## src/rtl/usrt_pkg.sv

```systemverilog
// ----------------------------------------------------------------------------
// usrt_pkg
// Shared types and helpers for the USRT transmit arbiter.
//   usrt_state_e  : arbiter FSM states (S_IDLE, S_LOAD, S_BUSY, S_GAP)
//   USRT_BYTE_W   : width of one serialized byte
//   USRT_MAX_REQ  : largest supported requester count
//   USRT_IDX_W    : index width covering USRT_MAX_REQ requesters
//   rr_next()     : round-robin search starting after the last grant
// ----------------------------------------------------------------------------
package usrt_pkg;

    localparam int USRT_BYTE_W  = 8;
    localparam int USRT_MAX_REQ = 8;
    localparam int USRT_IDX_W   = 3;

    typedef enum logic [1:0] {
        S_IDLE = 2'd0,
        S_LOAD = 2'd1,
        S_BUSY = 2'd2,
        S_GAP  = 2'd3
    } usrt_state_e;

    // First set bit of req searching from ptr+1 upward, wrapping modulo num.
    // num is the real requester count, so the wrap is correct for
    // non-power-of-two counts. Returns ptr when no bit is set.
    function automatic logic [USRT_IDX_W-1:0] rr_next(
        input logic [USRT_MAX_REQ-1:0] req,
        input logic [USRT_IDX_W-1:0]   ptr,
        input int                      num
    );
        logic [USRT_IDX_W-1:0] idx;
        logic                  found;
        int                    cand;
        idx   = ptr;
        found = 1'b0;
        for (int i = 1; i <= USRT_MAX_REQ; i++) begin
            // ptr < num and i <= num, so one subtraction completes the wrap
            cand = int'(ptr) + i;
            if (cand >= num) begin
                cand = cand - num;
            end
            if (!found && (i <= num) && req[cand]) begin
                idx   = USRT_IDX_W'(cand);
                found = 1'b1;
            end
        end
        return idx;
    endfunction

endpackage

```

## src/rtl/usrt_rr_picker.sv

```systemverilog
// ----------------------------------------------------------------------------
// usrt_rr_picker
// Combinational round-robin selector. Picks the first active request after
// the last-granted index, wrapping modulo NUM_REQ.
// Ports:
//   i_Req  in   NUM_REQ  level requests
//   ptr    in   PTR_W    index of the last granted requester
//   o_Sel  out  NUM_REQ  one-hot selection (all zero when no request)
//   o_Idx  out  PTR_W    index of the selected requester
// ----------------------------------------------------------------------------
module usrt_rr_picker
    import usrt_pkg::*;
#(
    parameter  int NUM_REQ = 4,
    localparam int PTR_W   = $clog2(NUM_REQ)
) (
    input  logic [NUM_REQ-1:0] i_Req,
    input  logic [PTR_W-1:0]   ptr,
    output logic [NUM_REQ-1:0] o_Sel,
    output logic [PTR_W-1:0]   o_Idx
);

    logic [USRT_MAX_REQ-1:0] req_ext;
    logic [USRT_IDX_W-1:0]   idx_full;

    always_comb begin
        req_ext                = '0;
        req_ext[NUM_REQ-1:0]   = i_Req;
        idx_full               = rr_next(req_ext, USRT_IDX_W'(ptr), NUM_REQ);
        o_Sel                  = '0;
        o_Idx                  = '0;
        for (int k = 0; k < NUM_REQ; k++) begin
            if (idx_full == USRT_IDX_W'(k)) begin
                o_Sel[k] = |i_Req;
                o_Idx    = PTR_W'(k);
            end
        end
    end

endmodule

```

## src/rtl/usrt_tx_arbiter.sv

```systemverilog
// ----------------------------------------------------------------------------
// usrt_tx_arbiter
// Shares one txshift serializer between NUM_REQ byte sources. Grants in
// round-robin order, latches the granted byte, pulses the serializer enable,
// holds the byte until txshift reports completion, then enforces an
// inter-frame gap of GAP_CYCLES before arbitrating again.
//
// Optional feature: define USRT_ARB_TIMEOUT_EN to add a BUSY watchdog that
// gives up after TIMEOUT_CYCLES BUSY cycles without a completion.
//
// Ports:
//   i_Clk        in   1          system clock (txshift i_Pclk)
//   i_Rst        in   1          synchronous reset, active-high
//   i_Req        in   NUM_REQ    level request per source
//   i_Data       in   8*NUM_REQ  byte k on i_Data[8k+7:8k]
//   o_Grant      out  NUM_REQ    one-hot pulse: byte k captured
//   o_Done       out  NUM_REQ    one-hot pulse: byte k fully shifted out
//   o_Tx_Enable  out  1          start pulse to txshift i_Enable
//   o_Tx_Data    out  8          byte to txshift i_Data
//   i_Tx_Pready  in   1          txshift completion pulse
//   o_Busy       out  1          high in every state except IDLE
//   o_Timeout    out  1          watchdog pulse (constant 0 without macro)
// ----------------------------------------------------------------------------
module usrt_tx_arbiter
    import usrt_pkg::*;
#(
    parameter int NUM_REQ        = 4,
    parameter int GAP_CYCLES     = 2,
    parameter int TIMEOUT_CYCLES = 1024
) (
    input  logic                           i_Clk,
    input  logic                           i_Rst,
    input  logic [NUM_REQ-1:0]             i_Req,
    input  logic [USRT_BYTE_W*NUM_REQ-1:0] i_Data,
    output logic [NUM_REQ-1:0]             o_Grant,
    output logic [NUM_REQ-1:0]             o_Done,
    output logic                           o_Tx_Enable,
    output logic [USRT_BYTE_W-1:0]         o_Tx_Data,
    input  logic                           i_Tx_Pready,
    output logic                           o_Busy,
    output logic                           o_Timeout
);

    localparam int PTR_W    = $clog2(NUM_REQ);
    localparam int GAP_W    = (GAP_CYCLES > 1) ? $clog2(GAP_CYCLES) : 1;
    localparam int GAP_LOAD = (GAP_CYCLES > 0) ? GAP_CYCLES - 1 : 0;

    usrt_state_e            state, state_n;
    logic [USRT_BYTE_W-1:0] r_Data, data_n;
    logic [PTR_W-1:0]       r_Ptr, ptr_n;
    logic [GAP_W-1:0]       r_Gap, gap_n;
    logic [NUM_REQ-1:0]     grant_n, done_n;
    logic                   en_n;

    logic [NUM_REQ-1:0]     sel;
    logic [PTR_W-1:0]       sel_idx;

`ifdef USRT_ARB_TIMEOUT_EN
    localparam int TMO_W = (TIMEOUT_CYCLES > 1) ? $clog2(TIMEOUT_CYCLES) : 1;
    logic [TMO_W-1:0] r_Tmo, tmo_cnt_n;
    logic             r_Timeout, tmo_n;
`endif

    usrt_rr_picker #(
        .NUM_REQ (NUM_REQ)
    ) u_picker (
        .i_Req (i_Req),
        .ptr   (r_Ptr),
        .o_Sel (sel),
        .o_Idx (sel_idx)
    );

    always_comb begin
        state_n = state;
        data_n  = r_Data;
        ptr_n   = r_Ptr;
        gap_n   = r_Gap;
        grant_n = '0;
        done_n  = '0;
        en_n    = 1'b0;
`ifdef USRT_ARB_TIMEOUT_EN
        tmo_cnt_n = r_Tmo;
        tmo_n     = 1'b0;
`endif
        case (state)
            S_IDLE: begin
                if (|i_Req) begin
                    data_n  = i_Data[int'(sel_idx)*USRT_BYTE_W +: USRT_BYTE_W];
                    ptr_n   = sel_idx;
                    grant_n = sel;
                    state_n = S_LOAD;
                end
            end
            S_LOAD: begin
                // Enable is registered, so txshift sees it in the first BUSY cycle.
                en_n    = 1'b1;
                state_n = S_BUSY;
`ifdef USRT_ARB_TIMEOUT_EN
                tmo_cnt_n = '0;
`endif
            end
            S_BUSY: begin
                if (i_Tx_Pready) begin
                    done_n[r_Ptr] = 1'b1;
                    if (GAP_CYCLES > 0) begin
                        state_n = S_GAP;
                        gap_n   = GAP_W'(GAP_LOAD);
                    end else begin
                        state_n = S_IDLE;
                    end
                end
`ifdef USRT_ARB_TIMEOUT_EN
                // A completion in the expiry cycle takes precedence.
                else if (r_Tmo == TMO_W'(TIMEOUT_CYCLES - 1)) begin
                    tmo_n = 1'b1;
                    if (GAP_CYCLES > 0) begin
                        state_n = S_GAP;
                        gap_n   = GAP_W'(GAP_LOAD);
                    end else begin
                        state_n = S_IDLE;
                    end
                end else begin
                    tmo_cnt_n = r_Tmo + 1'b1;
                end
`endif
            end
            S_GAP: begin
                if (r_Gap == '0) begin
                    state_n = S_IDLE;
                end else begin
                    gap_n = r_Gap - 1'b1;
                end
            end
            default: state_n = S_IDLE;
        endcase
    end

    always_ff @(posedge i_Clk) begin
        if (i_Rst) begin
            state       <= S_IDLE;
            r_Data      <= '0;
            r_Ptr       <= PTR_W'(NUM_REQ - 1);
            r_Gap       <= '0;
            o_Grant     <= '0;
            o_Done      <= '0;
            o_Tx_Enable <= 1'b0;
        end else begin
            state       <= state_n;
            r_Data      <= data_n;
            r_Ptr       <= ptr_n;
            r_Gap       <= gap_n;
            o_Grant     <= grant_n;
            o_Done      <= done_n;
            o_Tx_Enable <= en_n;
        end
    end

`ifdef USRT_ARB_TIMEOUT_EN
    always_ff @(posedge i_Clk) begin
        if (i_Rst) begin
            r_Tmo     <= '0;
            r_Timeout <= 1'b0;
        end else begin
            r_Tmo     <= tmo_cnt_n;
            r_Timeout <= tmo_n;
        end
    end

    assign o_Timeout = r_Timeout;
`else
    assign o_Timeout = 1'b0;
`endif

    assign o_Tx_Data = r_Data;
    assign o_Busy    = (state != S_IDLE);

endmodule

```

## config.mk

```make
export PLATFORM = sky130hd
export DESIGN_NAME = usrt_tx_arbiter
export DESIGN_NICKNAME = d
export VERILOG_FILES = /design/src/rtl/usrt_pkg.sv /design/src/rtl/usrt_rr_picker.sv /design/src/rtl/usrt_tx_arbiter.sv
export SDC_FILE = /design/constraint.sdc
export NUM_CORES = 1
export LEC_CHECK = 0
export BUFFER_PORTS_ARGS = -buffer_cell sky130_fd_sc_hd__buf_2
export CORE_UTILIZATION = 45
export CTS_CLUSTER_SIZE = 25
export DETAILED_ROUTE_END_ITERATION = 10
export GPL_TIMING_DRIVEN = 0
export PLACE_DENSITY = 0.77
export SYNTH_ARGS = -nofsm -noshare
export SYNTH_HDL_FRONTEND = slang
export SYNTH_SLANG_ARGS = --single-unit
export TNS_END_PERCENT = 5
```

## constraint.sdc

```tcl
create_clock -name i_Clk -period 3.3 [get_ports i_Clk]
set_input_delay 0.495 -clock i_Clk [delete_from_list [all_inputs] [get_ports i_Clk]]
set_output_delay 0.495 -clock i_Clk [all_outputs]
set_load 0.005 [all_outputs]
```

Word level (Yosys, flattened, before mapping):

Index checks and enable logic that the tools add are counted.

* register bits after elaboration: 22
* word-level logic and storage cells: 97

* add/subtract/negate cells: 9
* magnitude comparators: 10
* equality and inequality tests: 9
* shift operators: 1
* multiplexer cells: 40
* bitwise logic cells: 4
* reductions and logical operators: 17

Operators by type and width (count)
* $ge A32 B4 Y1 const B: 4
* $lt A32 B5 Y1 const B: 4
* $mux W32: 4
* $sub A32 B4 Y32 const B: 4
* $shiftx A32 B6 Y8: 1
* $mux W1: 20
* $bmux W1 S3: 4
* $mux W3: 4
* $mux W2: 5
* $pmux W2 S4: 1
* $add A2 B2 Y3 const B: 2
* $eq A3 B2 Y1 const B: 2
* $ne A2 B2 Y1 const B: 3
* $reduce_or A3 Y1: 2
* $add A2 B3 Y4 const B: 1
* $eq A2 B2 Y1 const B: 2
* $logic_and A1 B1 Y1: 4
* $not A1 Y1: 4
* $reduce_and A2 Y1: 2
* $reduce_bool A2 Y1: 2
* $reduce_or A4 Y1: 1
* $add A2 B1 Y3 const B: 1
* $eq A3 B1 Y1 const B: 1
* $logic_not A1 Y1: 3
* other kinds (9): 9

Depth between registers and ports, before layout:

Gate-level depths: netlist of run 1.

* word-level depth: 21
* gate-level depth with buffers: 10

Modules after synthesis:

Synthesis of run 1 repeated with hierarchy kept, for this count alone.

* cells, all modules: 116
* area total of the unflattened synthesis: 1321.3 µm²

Modules (own cells, without submodules)
* usrt_tx_arbiter: instances 1, cells an instance 85, area each 1039.7 µm², seq. area each 440.4 µm²
* usrt_rr_picker: instances 1, cells an instance 31, area each 281.5 µm², seq. area each 0.0 µm²

Least setup slack after synthesis of run 1:

OpenSTA, ideal clock, no wires.

* path type: reg-to-reg
* start: reg r_Ptr[1]
* end: reg r_Data[0] (netlist: o_Tx_Data[0])
* library setup time: 0.085 ns
* arrival: 2.579 ns
* path slack: 0.636 ns
* cell stages (with the launch flop): 11
* buffers on the path: 2
* period minus slack after synthesis: 2.664 ns
* path through: dfxtp_1 > clkbuf_1 > inv_1 > ha_1 > nor3b_1 > o21ai_0 > a21boi_0 > o32a_1 > or4_4 > buf_6 > o221ai_1

* longest elaborated chain between the ends: 21
* elaborated cells between the ends (all ways): 48

Ends and longest elaborated chain
* from (decl): RTL line usrt_tx_arbiter.sv:50 `logic [PTR_W-1:0] r_Ptr, ptr_n;`
* from (signal assigned): RTL line usrt_tx_arbiter.sv:142 `r_Ptr <= PTR_W'(NUM_REQ - 1);`
* from (signal assigned): RTL line usrt_tx_arbiter.sv:150 `r_Ptr <= ptr_n;`
* $add A2 B1 Y3: RTL line usrt_pkg.sv:38 `cand = int'(ptr) + i;`
* $sub A32 B4 Y32 or $ge A32 B4 Y1 (tied branches): RTL line usrt_pkg.sv:40, usrt_pkg.sv:39
* $mux W32: RTL line usrt_pkg.sv:39 `if (cand >= num) begin`
* $bmux W1 S3: RTL line usrt_pkg.sv:42 `if (!found && (i <= num) && req[cand]) begin`
* $mux W1 (implied by the code) (2 in series): RTL line usrt_pkg.sv:42
* $mux W1: RTL line usrt_pkg.sv:42
* $logic_not A1 Y1: RTL line usrt_pkg.sv:42
* $logic_and A1 B1 Y1: RTL line usrt_pkg.sv:42
* (+4 left out)
* $logic_not A1 Y1: RTL line usrt_pkg.sv:42
* $logic_and A1 B1 Y1: RTL line usrt_pkg.sv:42
* $mux W3 (*): RTL line usrt_pkg.sv:42
* $eq A3 B1 Y1: RTL line usrt_rr_picker.sv:33 `if (idx_full == USRT_IDX_W'(k)) begin`
* $mux W1: RTL line usrt_rr_picker.sv:33
* $mux W2: RTL line usrt_rr_picker.sv:33
* $mux W2 (*): RTL line usrt_rr_picker.sv:33
* $shiftx A32 B6 Y8 (*): RTL line usrt_tx_arbiter.sv:88 `data_n = i_Data[int'(sel_idx)*USRT_BYTE_W +: USRT_BYTE_W];`
* to (signal assigned): RTL line usrt_tx_arbiter.sv:149 `r_Data <= data_n;`
* to (decl): RTL line usrt_tx_arbiter.sv:49 `logic [USRT_BYTE_W-1:0] r_Data, data_n;`

Mark *: on every way between the ends. The rest lies on a longest branch, timed or not. The select of a mux whose other input is x is not followed.
A chain may end at the register's enable or synchronous reset.

Worst setup path in the final report of run 1:

* start: reg r_Ptr[1]
* end: reg r_Data[7] (netlist: o_Tx_Data[7])

The elaborated chain is that of the path after synthesis.

==> results of run 1 <==
## critical path, stage by stage (launching register included)
cell and delay, ps:
dfxtp_1 380, buf_1 320, inv_1 180, ha_1 420, a21boi_0 310, o2bb2ai_1 200, nor2b_1 90, o32a_1 230
or4_4 530, buf_6 160, o221ai_1 190
## layer usage
metal / part of all wire (%) / global-route usage (%) / routed length [um] / up-vias
met5: 0 / 0 / 0 / -
met4: 2.3 / 10.8 / 74 / 0
met2: 52 / 37.8 / 1680 / 51
met1: 40 / 22.3 / 1310 / 600
met3: 5.6 / 3.92 / 182 / 8
li1: - / - / - / 637
## state kept, by name, summed over array words and instances (netlist names)
name	cells
o_Tx_Data	8
o_Done	4
o_Grant	4
r_Ptr	2
state	2
o_Tx_Enable	1
r_Gap	1
## power by group through the flow
| stage | sequential, W | clock, W | combinational, W |
|---|---|---|---|
| 2_1_floorplan | 0.000399 | 0 | 0.000734 |
| 3_3_place_gp | 0.000393 | 0 | 0.000922 |
| 3_5_place_dp | 0.000398 | 0 | 0.000969 |
| 4_1_cts | 0.000391 | 0.000211 | 0.000974 |
| 5_1_grt | 0.000397 | 0.000223 | 0.00112 |
| 6_report | 0.000390 | 0.000211 | 0.00102 |
## layout make-up
type / instances / share of cell area (%)
clock buffer: 3 / 1.29
sequential: 22 / 25.2
multi-input combinational: 107 / 47.9
tap: 31 / 2.22
buffer: 7 / 2.79
clock inverter: 1 / 1.72
inverter: 9 / 1.93
timing repair buffer: 58 / 16.9
## timing repair
action | in CTS | in global routing
hold endpoints to repair | 0 | 0
endpoints found under the setup margin | 0 | 8
buffers inserted | 0 | 2
gates resized for setup | 0 | 2
## through the flow
| step | util [%] | hold WS (ps) | area, um2 |
|---|---|---|---|
| final | 62.3 | 477 | 1750 |
| after global routing | 62.3 | 479 | 1750 |
| after CTS | 61.6 | 470 | 1730 |
| after detailed placement | 59.7 | 459 | 1680 |
| after global placement | 59.7 | 437 | 1680 |
| after floorplan | - | 454 | 1360 |
## kinds of logic (layout without fill, tap and decap cells)
kind of cell,count (synthesis),after routing,synth area share [%]
AOI/OAI and AO/OA,31,31,16.5
buffers and inverters,16,78,6.09
xor gates and xnor gates,1,1,2.03
and+or+nand+nor,41,41,15.0
DFF,22,22,32.5
other,1,1,0.276
muxes,22,22,17.4
adders and majority gates,11,11,10.1
## final timing paths
path             endpoint  slack, ps  cells past startpoint
max reg2reg  o_Tx_Data[7]        210                     10
min reg2reg  o_Tx_Data[3]        480                      2
min             o_Done[2]        480                      3
max          o_Tx_Data[7]        210                     10
## layout by cell type (no fill, tap or decap)
cell	synthesis	final
o221ai_1	8	8
o32a_1	1	1
conb_1	1	1
buf_1	1	2
inv_1	9	9
dfxtp_1	22	22
buf_4	2	4
nor3b_1	1	1
a211o_1	1	1
nand2_1	12	12
o211a_1	1	1
o21ai_0	7	7
a21boi_0	2	2
clkbuf_1	2	1
a211oi_1	1	1
clkbuf_4	0	3
mux2_2	3	3
a21oi_1	5	5
o21ai_2	0	1
mux2i_1	18	18
nor3_1	3	3
buf_6	2	2
or3b_2	1	1
o2bb2ai_1	1	1
nor2b_1	3	3
nor2_1	14	14
xnor2_4	1	1
nand2b_4	1	1
or4_4	1	1
a22oi_2	1	1
bufinv_16	0	1
and2_1	3	3
ha_1	11	11
a21oi_2	1	1
nor4_1	1	1
a21o_1	1	1
mux4_2	1	1
nand2b_1	1	1
buf_2	0	56
==> metrics.md, run 1 <==
| Metric | Value |
|---|---|
| Run status | finished with violations |
| Violated checks | design-rule violations |
| Post-synth top cells | dfxtp_1 (22), mux2i_1 (18), nor2_1 (14), nand2_1 (12), ha_1 (11) |
| Die ar. | around 3200 um2 |
| Final setup violation count | 0 |
| WL/cell | 13.6 um |
| CP endpoint kind | flip-flop |
| Leakage | approximately 0.90 nW |
| GRT Resource Usage Total | 20.7% |
| Chip Width | 56.9 um |
| Vert. Die Dim | between 50 and 60 um |
| DRT Wirelength | 3.25 mm |
| Post-Route Setup TNS | 0 ps |
| Worst Min Path Start | i_Tx_Pready |
| Sequential cell area | around 440 um2 |
| Pint | a little under 0.001 W |
| Initial Util | between 40% and 50% |
| Synthesized area per cell | 9.35 um2 |
| Crit share post-route | ~93% |
| First-pass GRT wire length | about 5.2 mm |
| Post-Syn Nets | ~200 |
| Synth top area cells | dfxtp_1 (32%), mux2i_1 (13%), ha_1 (10%), o221ai_1 (5.2%), nor2_1 (3.9%) |
| Count leader, synth | dfxtp_1 |
| Initial antenna violation count | 0 |
| CP arrival | 3320 ps |
| Hold/Removal Path Class | in -> reg |
| 1st-pass router iterations | 7 |
| CTS Root Cell | clkbuf_4 |
| CTS Buf Count | 3 |
| CTS tree | built |
| Switching part of the total | 40.4% |
| Switch Pwr | 0.000654 W |
| Total power | around 0.0016 W |
| Final Critical Period | slightly above 3000 ps |
| Pins Over Slew Limit | 0 |
| Final Hold Fails | 0 |
| Routability congestion estimate | 0.857 |
| Fill count | roughly 250 |
| CTS Hold Bufs | 0 |
| Setup Skew | 5.16 ps |
| Pwr dens | between 900 and 1000 nW/um2 |
| H-tree depth | 1 |
| Maximum clock frequency | roughly 0.32 GHz |
| Worst Setup Start Kind | flip-flop |
| Reg clk slew, reported paths | 130 ps |
| Share of power burned in registers | 24.1% |
| Worst vdd ir | between 0.3 and 0.4 mV |
| DRC Markers | 12 |
| Yosys cell types | 36 |
| Worst reg2reg path startpoint | r_Ptr[1] |
| YS warnings | 0 |
| Routed vias/inst | between 5 and 6 |
| Finished Layout Cells | 238 |
| Detailed-route via count | around 1300 |
| Cell count after synthesis | approximately 150 |
| Crit path max fanout | 10 |
| Initial DRC count | between 50 and 60 |
| CTS sink count | 22 |
| Antenna-violating nets left | 0 |
| Netlist Area Pre-Place | 1360 um2 |
| Max Buffers Root-to-Sink | 2 |
| Vias in the first global route | 1207 |
| I/O Buffers | 56 |
| Core ar. | approximately 2800 um2 |
| Share of cells above drive strength 1 | 37.2% |
| Placement Setup Slack | 163 ps |
| Largest net degree at the start of global routing | 14 |
| Largest area contributor in the netlist | dfxtp_1 |
| Gate power share | between 60% and 70% |
| Sequential cell area fraction in the yosys report | between 30% and 40% |
| Area share of the leading cell type in the synthesized netlist | between 30% and 40% |
| Max_cap viols | 0 |
| Clock latency on the worst-skew pair | between 300 and 400 ps |
| Synth Flop Type | dfxtp_1 |
| Final net count | 258 |
| Multi-input gate area | between 800 and 900 um2 |
| Row count | 19 |
| N_diodes | 0 |
| Synthesis-to-finish area growth | 28.8% |
| Clock share of power | a little over an eighth |
| # IOs | 58 |
| Critical path type | reg -> reg |
| Ys async rst share | 0% |
| EDFF count, synth | 0 |
| WP data required | roughly 3500 ps |
| RSZ-0062 raised after global routing | false |
| Detailed Place HPWL | between 2 and 3 mm |
| Register bit count reported by yosys | 22 |
| Post-route setup slack | 215 ps |
| Crit path launch | r_Ptr[1] |
| Congestion Overflow GR | 0 |
| Post-Place Cells | around 230 |
(Power assumes the default switching activity.)
==> inputs of run 2 (changes only) <==
CORE_ASPECT_RATIO = 1.25   (was unset)
==> run 2 against run 1 <==
  * The flow now finishes without violations
  * Via count down 2.6%
  * Flip-flop and latch count unchanged
  * Largest power group unchanged
  * Combinational power about the same
  * Power down 2.7%
  * Sequential power about the same
  * Count of clock-buffer cells in the layout up 1
  * Wire length down 2.7%
  * First-iteration DRC count down 75%
  * Final cell count up 1.7%
  * Non-clock buffer count up 1
==> metrics.md, run 2 (synthesis results as in run 1) <==
| Metric | Value |
|---|---|
| Worst reg2reg path startpoint | r_Ptr[1] |
| Antenna-violating nets left | 0 (unchanged) |
| Critical path's top delay family | compound AO/OA/AOI/OAI gates |
| Core ar. | 2760 um2 (-1.7%) |
| Row count | 21 (+2) |
| CTS sink count | 22 (unchanged) |
| CP max stage delay | 530 ps (about the same) |
| H-tree depth | 1 (unchanged) |
| Setup Skew | 1.82 ps (-3.35 ps) |
| CP max-delay cell | or4_4 |
| Worst Min Path Start | o_Tx_Data[3] |
| Routability congestion estimate | 0.793 (-7.4%) |
| Max_cap viols | 0 (unchanged) |
| Final Critical Period | 3070 ps (-13.0 ps) |
| Pwr dens | 904 nW/um2 (-2.4%) |
| Congestion Overflow GR | 0 (unchanged) |
| Synthesis-to-finish area growth | 28.4% |
| Clock latency on the worst-skew pair | 290 ps (-30 ps) |
| Final net count | 259 (+0.39%) |
| CP arrival | 3290 ps (-30 ps) |
| Total power | 0.00157 W (-2.7%) |
| Commonest non-fill, non-tap cells in the layout | buf_2 (56), dfxtp_1 (22), mux2i_1 (18), nor2_1 (14), nand2_1 (12) |
| CTS Root Cell | clkbuf_4 |
| First-pass GRT wire length | 5.15 mm (-0.52%) |
| GRT Resource Usage Total | 20.7% (about the same) |
| DRT Wirelength | 3.16 mm (-2.7%) |
| Max Buffers Root-to-Sink | 2 (unchanged) |
| Initial Util | 49.2% (+0.81 points) |
| Routed vias/inst | 5.21 (-4.2%) |
| CP endpoint kind | flip-flop |
| CTS Buf Count | 3 (unchanged) |
| N_diodes | 0 (unchanged) |
| # IOs | 58 (unchanged) |
| Worst hold stages | 2 (-1) |
| Chip Width | 51.1 um (-10%) |
| WP data required | 3520 ps (-20 ps) |
| Share of cells above drive strength 1 | 37.5% (+0.30 points) |
| Vias in the first global route | 1185 (-1.8%) |
| Detailed-route via count | 1262 (-2.6%) |
| Final Hold Fails | 0 (unchanged) |
| Pins Over Slew Limit | 0 (unchanged) |
| Fill count | 224 (-8.6%) |
| Largest register FFs | 8 (unchanged) |
| Final setup violation count | 0 (unchanged) |
| Run status | finished, final reports clean |
| 1st-pass router iterations | 4 (-3) |
| Max Used Layer | met4 |
| Met3 wire len | 156 um (-14%) |
| Worst Reg-to-Reg Cells | 10 (unchanged) |
| CTS tree | built |
| Worst path bufs/invs | 3 (unchanged) |
| RSZ-0062 raised after global routing | false |
| Reg clk slew, reported paths | 120 ps (about the same) |
| Worst R2R End | o_Tx_Data[4] |
| Hold/Removal Path Class | reg -> reg |
| Die ar. | 3240 um2 (about the same) |
| I/O Buffers | 56 (unchanged) |
| WL met2 | 1.71 mm (+2.1%) |
| CTS Hold Bufs | 0 (unchanged) |
| Initial antenna violation count | 0 (unchanged) |
| Initial DRC count | 14 (-75%) |
| Detailed Place HPWL | 2.50 mm (-2.3%) |
| Maximum clock frequency | 0.325 GHz (+0.42%) |
| DRC Markers | 0 (-12) |
| Worst R2R Setup Slack | 230 ps (about the same) |
| Critical path type | reg -> reg |
| Crit share post-route | 93.1% (-0.39 points) |
| Met1 wire length | 1.27 mm (-3.1%) |
| Crit-path cells | clkbuf_1 -> inv_1 -> ha_1 -> a21boi_0 -> o2bb2ai_1 -> nor2b_1 -> o32a_1 -> or4_4 -> buf_6 -> o221ai_1 |
| Most common library cell in the layout ignoring fill and taps | buf_2 |
| Post-Route Setup TNS | 0 ps (unchanged) |
| Vert. Die Dim | 63.4 um (+11%) |
| Worst vdd ir | 0.716 mV (+80%) |
| Worst Setup Start Kind | flip-flop |
| Crit path max fanout | 10 (unchanged) |
| Hold Path End | o_Tx_Data[3] |
| Largest net degree at the start of global routing | 13 (-1) |
| WL/cell | 13.0 um (-4.3%) |
| Leakage | 0.893 nW (-0.23%) |
==> run 2: cell type report <==
cell class                      instances  area [um2]  share of cell area [%]
Tap cell                               34        42.5                    2.44
Inverter                                9        33.8                    1.94
Sequential cell                        22         440                    25.3
Timing Repair Buffer                   59         303                    17.4
Clock buffer                            4        36.3                    2.08
Multi-Input combinational cell        107         837                    48.1
Buffer                                  7        48.8                    2.80
==> run 2: worst max-delay path by stage <==
stage | startpoint | end | slack [ps] | cells after the start
after floorplan | r_Ptr[1] | o_Tx_Data[0] | 640 | 10
after global placement | r_Ptr[1] | o_Tx_Data[0] | 320 | 10
after detailed placement | r_Ptr[1] | o_Tx_Data[2] | 150 | 10
after CTS | r_Ptr[1] | o_Tx_Data[2] | 140 | 10
after global routing | r_Ptr[1] | o_Tx_Data[5] | 5 | 10
final | r_Ptr[1] | o_Tx_Data[4] | 230 | 10
==> run 2: metal layers <==
layer  vias to the layer above  GRT usage (%)
li1                        637              -
met1                       590           23.1
met2                        33           39.3
met3                         2           3.62
met4                         0           4.17
met5                         -              0
==> run 2: power breakdown <==
part | switching [W] | total (W) | internal [W] | leakage [nW]
registers | 0.0000416 | 0.000389 | 0.000348 | 0.181
logic | 0.000533 | 0.00104 | 0.000509 | 0.692
clock network | 0.0000757 | 0.000143 | 0.0000671 | 0.0210
==> run 2: metrics by stage <==
| stage | setup WS, ps | hold WS [ps] | util (%) | cell area [um2] | std cells |
|---|---|---|---|---|---|
| 6_report | 228 | 472 | 63.1 | 1740 | 242 |
| 5_1_grt | 5.38 | 511 | 63.1 | 1740 | 242 |
| 3_3_place_gp | 322 | 441 | 60.9 | 1680 | 235 |
| 2_1_floorplan | 636 | 454 | - | 1360 | 145 |
| 4_1_cts | 140 | 476 | 62.2 | 1720 | 239 |
| 3_5_place_dp | 152 | 448 | 60.9 | 1680 | 235 |
==> run 2: timing repair <==
| item | CTS | global route |
|---|---|---|
| gates resized for setup | 0 | 1 |
| endpoints found under the setup margin | 0 | 8 |
| buffers inserted | 0 | 3 |
==> run 2: worst min-delay path, delay by kind of cell (launching register included) <==
| family | cells | cell delay, ps |
|---|---|---|
| compound gates | 1 | 50 |
| simple gates | 1 | 50 |
| flops | 1 | 340 |
